`src/rtl/debug_trace_buffer.sv`:
```
// debug_trace_buffer
//   Circular trace buffer that captures every MMIO display write and lets the
//   debug switches browse the captured words by age (index 0 = newest).
//   Adds freeze, clear, wrap status and a saturating dropped-write counter.
//
// Ports
//   clk         system clock
//   rst         synchronous, active-high reset
//   wea, din    write strobe / data from the MMIO bus adapter
//   clr         synchronous clear of pointers, count, offset and status
//   freeze      while high, writes are counted as dropped instead of stored
//   sel         age index from the debug switches
//   step_up/dn  single-cycle pulses moving the view offset +1 / -1
//   dout        registered entry at view_idx (0 when not valid)
//   dout_valid  registered: view_idx < count
//   view_idx    (sel + offset) mod DEPTH, combinational
//   count       number of valid entries, 0..DEPTH
//   wrapped     sticky: an entry has been overwritten
//   dropped     saturating count of writes blocked by freeze
module debug_trace_buffer #(
  parameter int DATA_W = 32,
  parameter int DEPTH  = 32,
  parameter int ADDR_W = $clog2(DEPTH),
  parameter int DROP_W = 16
) (
  input  logic              clk,
  input  logic              rst,
  input  logic              wea,
  input  logic [DATA_W-1:0] din,
  input  logic              clr,
  input  logic              freeze,
  input  logic [ADDR_W-1:0] sel,
  input  logic              step_up,
  input  logic              step_dn,
  output logic [DATA_W-1:0] dout,
  output logic              dout_valid,
  output logic [ADDR_W-1:0] view_idx,
  output logic [ADDR_W:0]   count,
  output logic              wrapped,
  output logic [DROP_W-1:0] dropped
);

  localparam logic [ADDR_W:0] LP_FULL = (ADDR_W+1)'(DEPTH);

  logic [DATA_W-1:0] r_mem [DEPTH];
  logic [ADDR_W-1:0] r_wr_ptr;
  logic [ADDR_W:0]   r_count;
  logic [ADDR_W-1:0] r_offset;
  logic              r_wrapped;
  logic [DROP_W-1:0] r_dropped;
  logic [DATA_W-1:0] r_dout;
  logic              r_dout_valid;

  logic              w_store;
  logic              w_drop;
  logic              w_full;
  logic [ADDR_W-1:0] w_view_idx;
  logic [ADDR_W-1:0] w_rd_addr;
  logic              w_view_valid;

  assign w_store      = wea & ~freeze & ~clr;
  assign w_drop       = wea &  freeze & ~clr;
  assign w_full       = (r_count == LP_FULL);
  // Both additions wrap naturally at ADDR_W bits, giving mod DEPTH.
  assign w_view_idx   = sel + r_offset;
  // Newest entry sits one slot behind the write pointer.
  assign w_rd_addr    = r_wr_ptr - ADDR_W'(1) - w_view_idx;
  assign w_view_valid = ({1'b0, w_view_idx} < r_count);

  // Trace storage; deliberately not reset, count alone defines validity.
  always_ff @(posedge clk) begin
    if (!rst && w_store) begin
      r_mem[r_wr_ptr] <= din;
    end
  end

  // Write pointer, fill count and wrap flag.
  always_ff @(posedge clk) begin
    if (rst || clr) begin
      r_wr_ptr  <= '0;
      r_count   <= '0;
      r_wrapped <= 1'b0;
    end else if (w_store) begin
      r_wr_ptr <= r_wr_ptr + ADDR_W'(1);
      if (w_full) begin
        r_wrapped <= 1'b1;
      end else begin
        r_count <= r_count + (ADDR_W+1)'(1);
      end
    end
  end

  // Saturating counter of writes lost to freeze.
  always_ff @(posedge clk) begin
    if (rst || clr) begin
      r_dropped <= '0;
    end else if (w_drop && (r_dropped != {DROP_W{1'b1}})) begin
      r_dropped <= r_dropped + DROP_W'(1);
    end
  end

  // View offset; simultaneous up and down pulses cancel.
  always_ff @(posedge clk) begin
    if (rst || clr) begin
      r_offset <= '0;
    end else begin
      case ({step_up, step_dn})
        2'b10:   r_offset <= r_offset + ADDR_W'(1);
        2'b01:   r_offset <= r_offset - ADDR_W'(1);
        default: r_offset <= r_offset;
      endcase
    end
  end

  // Registered read port, reflecting pre-edge pointers and contents.
  always_ff @(posedge clk) begin
    if (rst) begin
      r_dout       <= '0;
      r_dout_valid <= 1'b0;
    end else begin
      r_dout_valid <= w_view_valid;
      r_dout       <= w_view_valid ? r_mem[w_rd_addr] : '0;
    end
  end

  assign dout       = r_dout;
  assign dout_valid = r_dout_valid;
  assign view_idx   = w_view_idx;
  assign count      = r_count;
  assign wrapped    = r_wrapped;
  assign dropped    = r_dropped;

endmodule

```
`config.mk`:
```
export PLATFORM = sky130hd
export DESIGN_NAME = debug_trace_buffer
export DESIGN_NICKNAME = d
export VERILOG_FILES = /design/src/rtl/debug_trace_buffer.sv
export SDC_FILE = /design/constraint.sdc
export NUM_CORES = 1
export LEC_CHECK = 0
export BUFFER_PORTS_ARGS = -buffer_cell sky130_fd_sc_hd__buf_2
export CORE_ASPECT_RATIO = 1.1
export CORE_MARGIN = 2
export CORE_UTILIZATION = 44
export DETAILED_ROUTE_END_ITERATION = 10
export PLACE_DENSITY = 0.6
export SLEW_MARGIN = 30
export SYNTH_ARGS = -nofsm -noshare
export SYNTH_HDL_FRONTEND = slang
export SYNTH_SLANG_ARGS = --single-unit
```
`constraint.sdc`:
```
create_clock -name clk -period 4.63 [get_ports clk]
set_input_delay 1.1575 -clock clk [delete_from_list [all_inputs] [get_ports clk]]
set_output_delay 1.1575 -clock clk [all_outputs]
set_load 0.03 [all_outputs]
```
== Word-level counts from Yosys, hierarchy flattened ==
Memories as Yosys holds them, arrays and structs flattened. A register that Yosys moved wholly into a read port is not among the register bits.
Index checks and enable logic that the tools add are counted.

* Add/sub/neg operators: 8
* Magnitude comparators: 1
* Eq/ne operators: 4
* Mux-type cells: 3
* Bitwise gates (word level): 8
* Reduce and logical (&&, ||, !) cells: 8

{| class="wikitable"
|+ Operators by type and width
! cell !! count
|-
| 16-bit by 1-bit adder with 16-bit output (second input constant) || 1
|-
| 16-bit != test (second input constant) || 1
|-
| 5-bit by 1-bit adder with 5-bit output (second input constant) || 2
|-
| 5-bit case mux with 2 select lines || 1
|-
| 5-bit by 1-bit subtractor with 5-bit output (second input constant) || 2
|-
| 6-bit by 1-bit adder with 6-bit output (second input constant) || 1
|-
| 6-bit == test (second input constant) || 1
|-
| 5-bit by 6-bit < comparator with 1-bit output || 1
|-
| 5-bit adder || 1
|-
| 5-bit subtractor || 1
|-
| 1-bit bitwise AND || 4
|-
| 1-bit NOT || 4
|-
| 2-bit AND reduction || 2
|-
| 2-bit by 1-bit == test with 1-bit output (second input constant) || 1
|-
| 2-bit == test (second input constant) || 1
|-
| 1-bit logical AND || 2
|-
| 1-bit 2-to-1 mux || 2
|-
| 2-bit nonzero test || 1
|-
| 2-bit OR reduction || 1
|-
| 1-bit logical NOT || 1
|-
| 1-bit logical OR || 1
|}

* Register bits: 34
* Memory bits (writable): 1,024
* Bits of input ports: 44
* Output and inout bits: 61
* Logic and storage cells: 39
* Memories: 1

{| class="wikitable"
|+ Memories
! memory !! depth !! bits a word !! read ports !! clocked after Yosys merged registers in !! wr ports !! RTL line !! source
|-
| r_mem || 32 || 32 || 1 || 1 || 1 || 45 || <nowiki>logic [DATA_W-1:0] r_mem [DEPTH];</nowiki>
|}

== Logic depth before layout (Yosys ltp) ==
* Word-level depth: 6
* Gate-level depth with buffers: 14
* Mapped depth without buffers: 12

== Worst setup path after synthesis ==
OpenSTA, ideal clock, no wires.

* Path kind: in2reg
* Start point: input sel[0]
* End point: register r_dout[10], in the netlist dout[10] (read register of r_mem)
* Library setup time: 117 ps
* Arrival: 4,220 ps
* Required time: 4,513 ps
* Path slack: 293 ps
* Stages: 12
* Buffers on the path: 1
* Cell sequence: ha_1 -> fa_1 -> xor2_1 -> inv_1 -> ha_1 -> nand2b_2 -> a21oi_4 -> xor2_4 -> xor2_4 -> buf_6 -> nand3_1 -> a32o_1

* Longest elaborated chain between the ends: 4
* Elaborated cells between the ends (all ways): 5
* Classes of those cells: add/sub: 2; order compare: 1; bitwise: 1; reduce/logical: 1

{| class="wikitable"
|+ Ends and longest elaborated chain
! element !! RTL line !! source
|-
| start: declaration || 32 || <nowiki>input logic [ADDR_W-1:0] sel,</nowiki>
|-
| 5-bit adder * || 65 || <nowiki>assign w_view_idx = sel + r_offset;</nowiki>
|-
| via view_idx[2] || 37 || <nowiki>output logic [ADDR_W-1:0] view_idx,</nowiki>
|-
| 5-bit by 6-bit < comparator with 1-bit output || 68 || <nowiki>assign w_view_valid = ({1'b0, w_view_idx} < r_count);</nowiki>
|-
| 1-bit NOT (no line) || - ||
|-
| 2-bit OR reduction (no line) || - ||
|-
| end: declaration || 51 || <nowiki>logic [DATA_W-1:0] r_dout;</nowiki>
|}

Mark *: on every way through the listed nets, which the timed path passes. The rest lies on a longest branch.
A chain may end at the register's enable or synchronous reset.

== Final worst setup path ==
* Start point: input sel[0]
* End point: output view_idx[4]

* Longest elaborated chain between the ends: 1

{| class="wikitable"
|+ Ends and longest elaborated chain
! element !! RTL line
|-
| 5-bit adder || 65
|-
| end: declaration || 37
|}

No other way between the ends.

==> summary.md <==
| Metric | Value |
|---|---|
| Power density over the cells | roughly 440 mW/mm^2 |
| Clock slew at the register clock pins of the worst setup and hold paths | 60 ps |
| Number of antenna violations at the first check in global routing | 3 |
| Count of different cell masters after synthesis | 47 |
| Largest area contributor in the synthesized netlist | edfxtp_1 |
| Most frequent CP cell | buf_2 |
| Vias per cell | a little under 6 |
| Type of element launching the critical path | input pin |
| Layout net count | roughly 2300 |
| Worst setup slack after placement | approximately 170 ps |
| Sum of net half-perimeters after detailed placement | around 55000 um |
| Count of input and output buffers | between 100 and 150 |
| Critical-path cell with the highest stage delay | fa_1 |
| Layout cells sized above 1 | 0.284 |
| Max cap viols | 0 |
| Post CTS Setup Buffer Count | 0 |
| Number of nets in the synthesized netlist | roughly 2100 |
| Number of H-tree levels | 3 |
| Post-synthesis instance area | approximately 0.042 sq mm |
| Final-report max-slew violation count | 0 |
| Depth of the worst hold-timing path | 2 |
| Static power due to leakage | roughly 16 nW |
| Achievable frequency | roughly 260 MHz |
| #FFs+latches synth | roughly 1100 |
| Async set-or-reset flop fraction in the synthesized netlist | 0 |
| CTS Hold Bufs | 0 |
| Inst Count DP | between 3000 and 4000 |
| Relative slew slack | 0.457 |
| Transition time of the tightest slew-check pin | around 800 ps |
| HP Start | wrapped |
| Sink of the worst hold path | wrapped |
| Number of placement rows | roughly 120 |
| Type of the worst setup path | in -> out |
| Starting density of the core | 0.445 |
| Count of routing violations after the opening detailed-route iteration | ~2200 |
| Unrepaired setup endpoints after global routing | no |
| Minimum clock period | slightly below 4000 ps |
| Hold Path Class | reg -> reg |
| Worst setup skew after layout | between 20 and 30 ps |
| I/O Pins | 105 |
| Status | complete, no violations |
| Critical Path, Cell by Cell | buf_2 -> ha_1 -> fa_1 -> a21o_1 -> a21oi_4 -> xnor2_4 -> inv_1 -> buf_2 |
| Wire length reported by the detailed router | between 100000 and 150000 um |
| Number of CTS-inserted buffers | roughly 110 |
| Resized cells post-CTS | 0 |
| Maximum cell stage delay along the critical path | about 420 ps |
| Most frequent standard cell in the layout excluding fill and tap cells | edfxtp_1 |
| Main area contributors after synthesis | edfxtp_1 73%, mux4_2 14%, dfxtp_1 3.1% |
| Hold Worst Slack | approximately 510 ps |
| Number of optimization iterations in the first detailed-route pass | 5 |
| Later-pin clock latency in the skew report | between 600 and 700 ps |
| Maximum ir drop on the vdd rail | 0.295 mV |
| Post-synth EDFFs | approximately 1000 |
| Die Outline Area | ~0.098 sq mm |
| First-pass GRT wire length | about 150000 um |
| Weighted congestion at the end of routability-driven global placement | about 0.75 |
| Count of vias placed by the detailed router | 20600 |
| Final Power | between 20 and 25 mW |
| Area grow syn2layout | 15.9% |
| Total Neg Setup Slack | 0 ps |
| Number of clock sinks seen by CTS | between 1000 and 1500 |
| Share of the clock period used by the worst path | 0.832 |
| Clock Path Buffers | 3 |
| Crit Reg-Reg Endpoint | dout[3] |
| Synthesized instance count | between 2000 and 2500 |
| Number of hold violations in the final report | 0 |
| Vertical die dimension | around 330 um |
| Mapped Avg Cell Area | approximately 21 sq um |
| Reg2reg start | r_offset[0] |
| Least setup slack across all paths after layout | a little under 800 ps |
| DRC viols | 0 |
| Antenna Nets Post-Route | 0 |
| Sort of element at the end of the critical path | output port |
| Crit path DAT | between 2000 and 3000 ps |
| Number of non-filler instances in the completed layout | around 3600 |
| Final count of negative-setup-slack endpoints | 0 |
| Yosys synthesis warning count | 0 |
| Clock tree from TritonCTS | done |
| Worst-case reg-to-reg path depth | 10 |
| Area of the core | around 0.094 sq mm |
| Yosys top cell area share | 0.731 |
| Pin count of the biggest net entering global routing | 42 |
| Vias in the first global route | 21200 |
| Req. time, crit path | roughly 3500 ps |
| CTS root buffer | clkbuf_16 |
| Die Wd | about 300 um |
| Global routing usage summed across all routing layers | 0.207 |
| Most used cells in the layout excluding fill and tap cells | 1024 x edfxtp_1, 256 x mux4_2, 143 x nand2_1 |
| Fraction of the yosys area taken by sequential cells | 0.762 |
| Critical path peak fanout | 3 |
| Top flip-flop cell by instance count after synthesis | edfxtp_1 |
| Routed length per placed instance | roughly 28 um |
| GRT Residual Overflow | 0 |
| Register-to-register setup slack | around 1100 ps |
-- cells in the mapped netlist (all sizes together) (15+ instances only) --
master and count:
nand3 72, xor2 20, mux4 256, a32o 32, inv 18, edfxtp 1024, ha 22, nand2 143
buf 50, clkbuf 52, dfxtp 66, mux2i 98, nor2 73, xnor2 15
-- how the worst max path moves through the flow --
stage / from / endpoint / slack, ps / cells past startpoint
2_1_floorplan: sel[0] / dout[10] / 290 / 12
3_3_place_gp: sel[0] / dout[24] / 200 / 15
3_5_place_dp: sel[0] / dout[1] / 170 / 11
4_1_cts: sel[0] / view_idx[4] / 780 / 8
5_1_grt: sel[0] / view_idx[4] / 730 / 8
6_report: sel[0] / view_idx[4] / 780 / 8
-- where the power goes --
group / internal [mW] / leakage (nW) / switching [mW]
clock network: 4.92 / 1.68 / 3.59
registers: 10.8 / 9.74 / 0.0362
logic: 1.06 / 4.49 / 1.24
-- metrics by stage --
stage               utilization  cell area (sq um)
finish                    0.516              48800
global route              0.516              48800
CTS                       0.516              48800
detailed placement        0.480              45300
global placement          0.480              45300
floorplan                     -              42100
-- area by class of cell --
type                            instances  area (sq um)
Clock inverter                         52           512
Inverter                               18          67.6
Fill cell                            7469         45700
Clock buffer                          146          2930
Antenna cell                            1          2.50
Timing Repair Buffer                  200          1880
Tap cell                             1260          1580
Multi-Input combinational cell        803          9730
Sequential cell                      1090         32100
-- state kept, by name, summed over array words and instances (netlist names) --
name / count
r_wr_ptr: 5
r_offset: 5
wrapped: 1
count: 6
r_mem: 1024
dout_valid: 1
dout: 32
dropped: 16
-- metal layers --
| layer | vias up | global-route usage | part of all wire |
|---|---|---|---|
| met5 | - | 0 | 0.00016 |
| met1 | 11200 | 0.285 | 0.42 |
| met2 | 651 | 0.349 | 0.50 |
| li1 | 8668 | - | - |
| met4 | 2 | 0.0532 | 0.020 |
| met3 | 117 | 0.0291 | 0.053 |
-- cells by family after synthesis --
| group | count (synthesis) | share of synthesized area |
|---|---|---|
| fa+ha+maj | 25 | 0.00797 |
| compound gates | 59 | 0.0122 |
| flops | 1090 | 0.762 |
| mux | 354 | 0.160 |
| simple gates | 330 | 0.0348 |
| buf+inv | 120 | 0.0139 |
| xor+xnor | 35 | 0.00880 |
-- worst max-delay path: cells and delay by family --
family	cells	cell delay [ps]
buf+inv	3	350
compound gates	2	400
xor+xnor	1	130
fa+ha+maj	2	640
No activity file was read; power rests on OpenSTA's default activity.
